## src/rtl/mul_seq_ctrl.sv

```systemverilog
// Sequential RV64 M-extension multiplier: four XLEN/2 partial products accumulated into a 2*XLEN sum.
// Optional MUL_EARLY_OUT_EN: skip steps 1..3 when both magnitudes fit in XLEN/2 bits.
module mul_seq_ctrl #(
  parameter int XLEN    = 64,
  parameter int USE_DSP = 0,
  parameter int TAG_W   = 5
) (
  input  logic             clk,
  input  logic             rst,
  input  logic             in_valid,
  output logic             in_ready,
  input  logic [1:0]       in_op,
  input  logic             in_word,
  input  logic [XLEN-1:0]  in_a,
  input  logic [XLEN-1:0]  in_b,
  input  logic [TAG_W-1:0] in_tag,
  input  logic             flush,
  output logic             out_valid,
  input  logic             out_ready,
  output logic [XLEN-1:0]  out_data,
  output logic [TAG_W-1:0] out_tag
);

  localparam int HW = XLEN / 2;

  typedef enum logic [1:0] {IDLE, CALC, FIX, DONE} state_t;
  localparam logic [1:0] OP_MUL    = 2'd0;
  localparam logic [1:0] OP_MULH   = 2'd1;
  localparam logic [1:0] OP_MULHSU = 2'd2;

  state_t             state;
  logic [1:0]         step;
  logic [2*XLEN-1:0]  acc;
  logic [XLEN-1:0]    mag_a, mag_b;
  logic               neg, is_w;
  logic [1:0]         op_r;
  logic [TAG_W-1:0]   tag_r;

  assign in_ready  = (state == IDLE);
  assign out_valid = (state == DONE);

  // Accept-side operand conditioning: MULW sign-extension, sign flags, magnitudes.
  logic            w_in, sa_in, sb_in;
  logic [XLEN-1:0] a_ext, b_ext, mag_a_in, mag_b_in;

  always_comb begin
    w_in     = in_word && (in_op == OP_MUL);
    a_ext    = w_in ? {{(XLEN-32){in_a[31]}}, in_a[31:0]} : in_a;
    b_ext    = w_in ? {{(XLEN-32){in_b[31]}}, in_b[31:0]} : in_b;
    sa_in    = a_ext[XLEN-1] && (in_op == OP_MULH || in_op == OP_MULHSU || w_in);
    sb_in    = b_ext[XLEN-1] && (in_op == OP_MULH || w_in);
    mag_a_in = sa_in ? -a_ext : a_ext;
    mag_b_in = sb_in ? -b_ext : b_ext;
  end

`ifdef MUL_EARLY_OUT_EN
  logic early;
  logic early_in;
  assign early_in = (mag_a_in[XLEN-1:HW] == '0) && (mag_b_in[XLEN-1:HW] == '0);
`endif

  // Step 0: aL*bL, 1: aL*bH, 2: aH*bL, 3: aH*bH.
  logic [HW-1:0]     op_a, op_b;
  logic [XLEN-1:0]   prod;
  logic [2*XLEN-1:0] partial;

  always_comb begin
    op_a = step[1] ? mag_a[XLEN-1:HW] : mag_a[HW-1:0];
    op_b = step[0] ? mag_b[XLEN-1:HW] : mag_b[HW-1:0];
    case (step)
      2'd0:    partial = {{XLEN{1'b0}}, prod};
      2'd3:    partial = {{XLEN{1'b0}}, prod} << XLEN;
      default: partial = {{XLEN{1'b0}}, prod} << HW;
    endcase
  end

  sub_mul #(.W(HW), .use_dsp(USE_DSP)) u_sub_mul (
    .a (op_a),
    .b (op_b),
    .p (prod)
  );

  logic [2*XLEN-1:0] fixed;
  logic [XLEN-1:0]   result;

  always_comb begin
    fixed = neg ? -acc : acc;
    if (is_w)
      result = {{(XLEN-32){fixed[31]}}, fixed[31:0]};
    else if (op_r == OP_MUL)
      result = fixed[XLEN-1:0];
    else
      result = fixed[2*XLEN-1:XLEN];
  end

  // NOTE: every register here uses <= so all updates see pre-edge values, whatever the statement order.
  always_ff @(posedge clk) begin
    if (rst) begin
      // NOTE: reset clears the whole datapath so no stale operand or result is ever observable.
      state    <= IDLE;
      step     <= '0;
      acc      <= '0;
      mag_a    <= '0;
      mag_b    <= '0;
      neg      <= 1'b0;
      is_w     <= 1'b0;
      op_r     <= '0;
      tag_r    <= '0;
      out_data <= '0;
      out_tag  <= '0;
`ifdef MUL_EARLY_OUT_EN
      early    <= 1'b0;
`endif
    end else if (flush) begin
      state <= IDLE;
    end else begin
      case (state)
        IDLE: if (in_valid) begin
          op_r  <= in_op;
          is_w  <= w_in;
          tag_r <= in_tag;
          mag_a <= mag_a_in;
          mag_b <= mag_b_in;
          neg   <= sa_in ^ sb_in;
          acc   <= '0;
          step  <= '0;
`ifdef MUL_EARLY_OUT_EN
          early <= early_in;
`endif
          state <= CALC;
        end
        CALC: begin
          acc  <= acc + partial;
          step <= step + 2'd1;
`ifdef MUL_EARLY_OUT_EN
          if (step == 2'd3 || early) state <= FIX;
`else
          if (step == 2'd3) state <= FIX;
`endif
        end
        FIX: begin
          out_data <= result;
          out_tag  <= tag_r;
          state    <= DONE;
        end
        DONE:    if (out_ready) state <= IDLE;
        default: state <= IDLE;
      endcase
    end
  end

endmodule

// Unsigned W x W multiplier; use_dsp selects the native operator versus an explicit shift-add array.
module sub_mul #(
  parameter int W       = 32,
  parameter int use_dsp = 0
) (
  input  logic [W-1:0]   a,
  input  logic [W-1:0]   b,
  output logic [2*W-1:0] p
);

  generate
    if (use_dsp != 0) begin : g_dsp
      assign p = {{W{1'b0}}, a} * {{W{1'b0}}, b};
    end else begin : g_fabric
      always_comb begin
        p = '0;
        for (int i = 0; i < W; i++)
          if (b[i]) p = p + ({{W{1'b0}}, a} << i);
      end
    end
  endgenerate

endmodule
```

## config.mk

```make
export PLATFORM = sky130hd
export DESIGN_NAME = mul_seq_ctrl
export DESIGN_NICKNAME = d
export VERILOG_FILES = /design/src/rtl/mul_seq_ctrl.sv
export SDC_FILE = /design/constraint.sdc
export NUM_CORES = 2
export LEC_CHECK = 0
export CAP_MARGIN = 20
export CORE_ASPECT_RATIO = 1.1
export CORE_MARGIN = 2
export CORE_UTILIZATION = 60
export DETAILED_ROUTE_END_ITERATION = 6
export DONT_BUFFER_PORTS = 1
export PLACE_DENSITY_LB_ADDON = 0.15
export SLEW_MARGIN = 20
export SYNTH_ARGS = -nofsm -noshare
export SYNTH_HDL_FRONTEND = slang
export SYNTH_SLANG_ARGS = --single-unit
```

## constraint.sdc

```tcl
create_clock -name clk -period 67.3 [get_ports clk]
set_input_delay 6.73 -clock clk [delete_from_list [all_inputs] [get_ports clk]]
set_output_delay 6.73 -clock clk [all_outputs]
set_load 0.01 [all_outputs]
```

Word level (Yosys, flattened, before mapping)
Index checks and enable logic that the tools add are counted.
{ "word_totals": {"regBits": 338, "input_bits": 141, "elab_cells": 124} }
{ "classes": {"addsub": 36, "eq_ne": 9, "mux": 50, "bitwise": 2, "n_reduce_logical": 16} }
{ "op_table": {"columns": ["cell", "count"], "rows": [
  ["two-way mux 64 bit", 37],
  ["case mux 128 bit (2 select lines)", 2],
  ["two-way mux 128 bit", 2],
  ["adder 128 bit", 1],
  ["negation 128 bit", 1],
  ["negation 64 bit", 2],
  ["two-way mux 32 bit", 3],
  ["adder 64 x 33 -> 64 bit", 1],
  ["adder 64 x 34 -> 64 bit", 1],
  ["adder 64 x 35 -> 64 bit", 1],
  ["adder 64 x 36 -> 64 bit", 1],
  ["adder 64 x 37 -> 64 bit", 1],
  ["adder 64 x 38 -> 64 bit", 1],
  ["adder 64 x 39 -> 64 bit", 1],
  ["adder 64 x 40 -> 64 bit", 1],
  ["adder 64 x 41 -> 64 bit", 1],
  ["adder 64 x 42 -> 64 bit", 1],
  ["adder 64 x 43 -> 64 bit", 1],
  ["adder 64 x 44 -> 64 bit", 1],
  ["adder 64 x 45 -> 64 bit", 1],
  ["adder 64 x 46 -> 64 bit", 1],
  ["adder 64 x 47 -> 64 bit", 1],
  ["adder 64 x 48 -> 64 bit", 1],
  ["adder 64 x 49 -> 64 bit", 1],
  ["other kinds (31)", 48]
]} }

Longest topological paths before layout
{ "depth": {"depth_word": 67, "depth_mapped": 294, "depth_no_buf": 271} }

Hierarchy
A second synthesis with hierarchy kept.
{ "unflattened": {"hier_cells": 13882, "hier_area_um2": 95242.6} }
{ "modules_own_cells": {"columns": ["mod", "n_inst", "cells_per_inst", "area_per_inst_um2", "seq_area_each_um2"], "rows": [
  ["sub_mul", 1, 9859, 66482.5, 0.0],
  ["mul_seq_ctrl", 1, 4023, 28760.1, 6766.5]
]} }

Least setup slack after synthesis
OpenSTA, ideal clock, no wires.
{ "synth_path": {"path_kind": "register to register", "startpoint": "register step[1]", "endpoint": "register acc[126]", "setup_time_ns": 0.070, "arrival_time_ns": 53.927, "required_time_ns": 67.230, "slack_ns": 13.302, "stages_incl_launch_ff": 281, "path_cell_list": "dfxtp_1 -> buf_4 -> mux2i_1 -> buf_2 -> clkbuf_1 -> clkbuf_1 -> clkbuf_1 -> clkbuf_1 -> clkbuf_1 -> clkbuf_1 -> clkbuf_1 -> clkbuf_1 -> clkbuf_1 -> clkbuf_1 -> buf_1 -> clkbuf_1 -> clkbuf_1 -> clkbuf_1 -> (+245 left out) -> nand3b_1 -> a31o_2 -> o211a_1 -> o31a_1 -> a21oi_1 -> a21o_1 -> a21o_1 -> a21o_1 -> a21o_1 -> a21o_1 -> a41oi_1 -> a21oi_1 -> a21o_1 -> a21oi_1 -> o21ai_0 -> xor2_1 -> nand3_1 -> a21oi_1"} }
{ "synth_via": {"elab_chain_len": 67, "word_cells_on_any_way": 69} }
{ "synth_rtl": {"columns": ["element", "line_no", "rtl"], "rows": [
  ["start, declared", "32", "logic [1:0] step;"],
  ["start signal, assigned", "134", "step <= step + 2'd1;"],
  ["two-way mux 32 bit", "68", "op_a = step[1] ? mag_a[XLEN-1:HW] : mag_a[HW-1:0];"],
  ["two-way mux 32 bit", "171", "if (b[i]) p = p + ({{W{1'b0}}, a} << i);"],
  ["adder 64 x 33 -> 64 bit", "171", null],
  ["two-way mux 64 bit", "171", null],
  ["adder 64 x 34 -> 64 bit", "171", null],
  ["two-way mux 64 bit", "171", null],
  ["adder 64 x 35 -> 64 bit", "171", null],
  ["two-way mux 64 bit", "171", null],
  ["(+51 left out)", null, null],
  ["two-way mux 64 bit", "171", null],
  ["adder 64 x 62 -> 64 bit", "171", null],
  ["two-way mux 64 bit", "171", null],
  ["adder 64 x 63 -> 64 bit", "171", null],
  ["two-way mux 64 bit", "171", null],
  ["case mux 128 bit (2 select lines) (*)", "70", "case (step)"],
  ["adder 128 bit (*)", "133", "acc <= acc + partial;"],
  ["case mux 128 bit (2 select lines) (*)", "117", "case (state)"],
  ["end signal, assigned", "133", null],
  ["end, declared", "33", "logic [2*XLEN-1:0] acc;"]
]} }
Every way passes the cells marked *; elsewhere a longest branch is shown, timed or not.
A chain may end at the register's enable or synchronous reset.

Worst setup path after layout
Ends and elaborated chain as after synthesis.

==> impl_metrics.env <==
export IMPL_p_comb_share_pct=83.6
export IMPL_reg2reg_depth=263
export IMPL_fp_row_count=143
export IMPL_post_cts_buffers=0
export IMPL_cp_slowest_stage_delay_ps=810
export IMPL_crit_path_end_kind="register"
export IMPL_cts_tree="done"
export IMPL_powerDensity_mw_per_mm2=30.9
export IMPL_r2r_end="acc[126]$_SDFFE_PP0P_"
export IMPL_design_core_area_mm2=0.138
export IMPL_ys_warn_count=0
export IMPL_critPathArrivalTime_ps=58950
export IMPL_synth_top_area_cell="ha_1"
export IMPL_setup_viol=0
export IMPL_antenna_found_initial=5
export IMPL_grt_max_degree=342
export IMPL_clk_path_buf_depth=3
export IMPL_maxCapViolations=0
export IMPL_wl_per_cell_um=20.8
export IMPL_grt_ovfl_total=0
export IMPL_syn_num_nets=13100
export IMPL_cts_buffers=38
export IMPL_final_area_mm2=0.0865
export IMPL_grt_pass1_wl_um=436000
export IMPL_cp_endpoint="acc[126]$_SDFFE_PP0P_"
export IMPL_io_buffers=0
export IMPL_ys_ff_latch=338
export IMPL_fin_crit_sh_pct=86.8
export IMPL_via_per_inst=6.66
export IMPL_switching_power_mw=1.44
export IMPL_r2r_slack_ps=8880
export IMPL_fin_skew_ps=45.1
export IMPL_die_w_um=360
export IMPL_track_usage_pct=36.8
export IMPL_slowest_stage="mux2_2"
export IMPL_min_period_ps=58420
export IMPL_gp_congestion=1.01
export IMPL_cts_htree_levels=2
export IMPL_ant_nets=0
export IMPL_critical_path_startpoint="step[1]$_SDFFE_PP0P_"
export IMPL_start_util_pct=60.6
export IMPL_drive_above_1_share_pct=5.55
export IMPL_dpl_hpwl_um=213000
export IMPL_wl_um=277000
export IMPL_dpl_cell_area_mm2=0.0852
export IMPL_synth_area_leaders="ha_1 (17%), dfxtp_1 (8.1%), a21oi_1 (7.8%), xnor2_1 (6.7%), nor2_1 (5.7%)"
export IMPL_p_clk_share_pct=8.4
export IMPL_ys_flop_type="dfxtp_1"
export IMPL_syn_area_mm2=0.0838
export IMPL_total_leakage_power_nw=39.2
export IMPL_required_ps=67830
export IMPL_first_pass_iters=6
export IMPL_clockRootBuffer="clkbuf_16"
export IMPL_max_freq_mhz=17.1
export IMPL_worstPathMaxFanout=32
export IMPL_path_common_cell="a21oi_1"
export IMPL_ir_drop_mv=0.0194
export IMPL_clk_pin_slew_ps=80
export IMPL_die_area_mm2=0.143
export IMPL_rr_startpoint="step[1]$_SDFFE_PP0P_"
export IMPL_fin_tns_setup_ps=0
export IMPL_areaGrowthSynthToFinish_pct=3.25
export IMPL_p_int_mw=1.23
export IMPL_worstSetupPathType="reg -> reg"
export IMPL_synth_seq_area_share_pct=8.08
export IMPL_io_pins=212
export IMPL_hp_class="reg -> reg"
export IMPL_preCtsSetupSlack_ps=10370
export IMPL_ctsHoldBuffers=0
export IMPL_synth_edf_count=0
export IMPL_synthArstFlopShare_pct=0
export IMPL_num_vias=88800
export IMPL_hold_viol=0
export IMPL_cts_sinks=338
export IMPL_report_final_slew_viol_count=0
export IMPL_status="complete, no violations"
export IMPL_netlist_instances=11900
export IMPL_netlist_area_leader_share_pct=17.0
export IMPL_insertion_delay_ps=640
export IMPL_drt_iter0_drc=7612
export IMPL_worst_slack_ps=8880
export IMPL_cp_start_kind="register"
export IMPL_max_slew_margin_rel_pct=21.7
export IMPL_worstMarginPinSlew_ps=1160
export IMPL_rsz0062_at_grt="no"
export IMPL_switching_share_pct=53.8
export IMPL_p_seq_share_pct=8.1
export IMPL_cts_resized=0
export IMPL_die_y_um=396
export IMPL_ys_types=134
export IMPL_nets=12800
export IMPL_drc=0
export IMPL_grt_pass1_vias=83500
export IMPL_syn_area_per_cell_um2=7.06
-- worst max-delay path: cells and delay by family (launching register included) --
family / cells / cell delay (ps)
compound gates: 108 / 20080
xor+xnor: 42 / 8010
fa+ha+maj: 34 / 9620
buf+inv: 2 / 520
flops: 1 / 580
mux: 16 / 5340
simple gates: 61 / 13990
-- logic make-up after synthesis --
family	after synthesis	synth area share [%]
xor+xnor	1028	10.9
simple gates	3640	20.7
mux	381	4.97
compound gates	4259	33.2
fa+ha+maj	1185	17.6
flops	338	8.08
buf+inv	1027	4.68
-- placed cells by master, fill, tap and decap left out, types with 337 or more instances in the layout --
cell | netlist | final
xnor2_1 | 644 | 644
xor2_1 | 374 | 374
o21a_1 | 337 | 337
a21o_1 | 351 | 351
nand2_1 | 808 | 805
o21ai_0 | 656 | 656
inv_1 | 489 | 488
ha_1 | 1139 | 1139
a21oi_1 | 1314 | 1314
nor2_1 | 1267 | 1265
-- stage by stage --
step                      util (%)  total power [mW]  instances  hold WS, ps
after CTS                     62.5              2.64      13300          450
final                         62.5              2.67      13300          454
after global placement        61.6              2.33      13300          432
after floorplan                  -              1.97      11900          428
after detailed placement      61.6              2.41      13300          442
after global routing          62.5              2.92      13300          470
-- area by class of cell --
| class | instances | area, µm² |
|---|---|---|
| clock buffer | 56 | 1130 |
| sequential | 338 | 6780 |
| clock inverter | 13 | 176 |
| antenna | 7 | 17.5 |
| fill | 12900 | 51800 |
| inverter | 493 | 1850 |
| tap | 1812 | 2270 |
| multi-input combinational | 10500 | 73400 |
| timing repair buffer | 117 | 903 |
-- power by group through the flow --
stage / Clock [mW] / Combinational, mW / Sequential, mW
2_1_floorplan: 0 / 1.76 / 0.216
3_3_place_gp: 0 / 2.11 / 0.219
3_5_place_dp: 0 / 2.19 / 0.220
4_1_cts: 0.225 / 2.20 / 0.215
5_1_grt: 0.233 / 2.47 / 0.216
6_report: 0.224 / 2.23 / 0.216
-- synth_stat cells (29+ instances only) --
cell,instances
xor2_1,374
o21ai_1,37
clkbuf_1,422
nand2_1,808
a311oi_1,29
o41ai_1,32
o31ai_1,172
and2_1,81
a22oi_1,135
nor3_1,328
dfxtp_1,338
nor2b_1,137
nand2b_1,177
a21boi_0,59
a21o_1,351
mux2i_1,139
inv_1,489
or3_1,180
or2_2,48
nand3_1,204
or4_1,52
o21bai_1,252
o31a_1,35
and3_1,103
o21ai_0,656
nor4_1,60
ha_1,1139
a31oi_1,102
a21oi_1,1314
nor2_1,1267
nand4_1,67
maj3_1,35
xnor2_1,644
o211ai_1,85
o22ai_1,73
buf_1,86
mux2_2,230
a211o_1,32
a211oi_1,195
o21a_1,337
-- flip-flops by register name, indices dropped and copies added (netlist names) --
register / flops
neg: 1
tag_r: 5
out_data: 64
op_r: 2
mag_b: 64
step: 2
acc: 128
is_w: 1
mag_a: 64
out_tag: 5
state: 2
-- routing by layer --
layer  wire length, µm  part of all wire, %  vias to the layer above  GRT usage, %
met3             20800                  7.5                      763          6.29
met5                 0                    0                        -             0
li1                  -                    -                    43100             -
met2            127000                   46                     3168          62.2
met1            115000                   42                    41800          45.1
met4             14400                  5.2                        0          17.9
-- worst min path at each step --
| stage | to | start | slack (ps) | depth (start not counted) |
|---|---|---|---|---|
| floorplan | mag_a[44]$_SDFFE_PP0P_ | mag_a[44]$_SDFFE_PP0P_ | 430 | 2 |
| global placement | out_tag[0]$_SDFFE_PP0P_ | tag_r[0]$_SDFFE_PP0P_ | 430 | 2 |
| detailed placement | mag_a[25]$_SDFFE_PP0P_ | mag_a[25]$_SDFFE_PP0P_ | 440 | 2 |
| CTS | mag_a[25]$_SDFFE_PP0P_ | mag_a[25]$_SDFFE_PP0P_ | 450 | 2 |
| global route | mag_a[25]$_SDFFE_PP0P_ | mag_a[25]$_SDFFE_PP0P_ | 470 | 2 |
| finish | mag_a[25]$_SDFFE_PP0P_ | mag_a[25]$_SDFFE_PP0P_ | 450 | 2 |
Power figures use the tool's default switching activity.
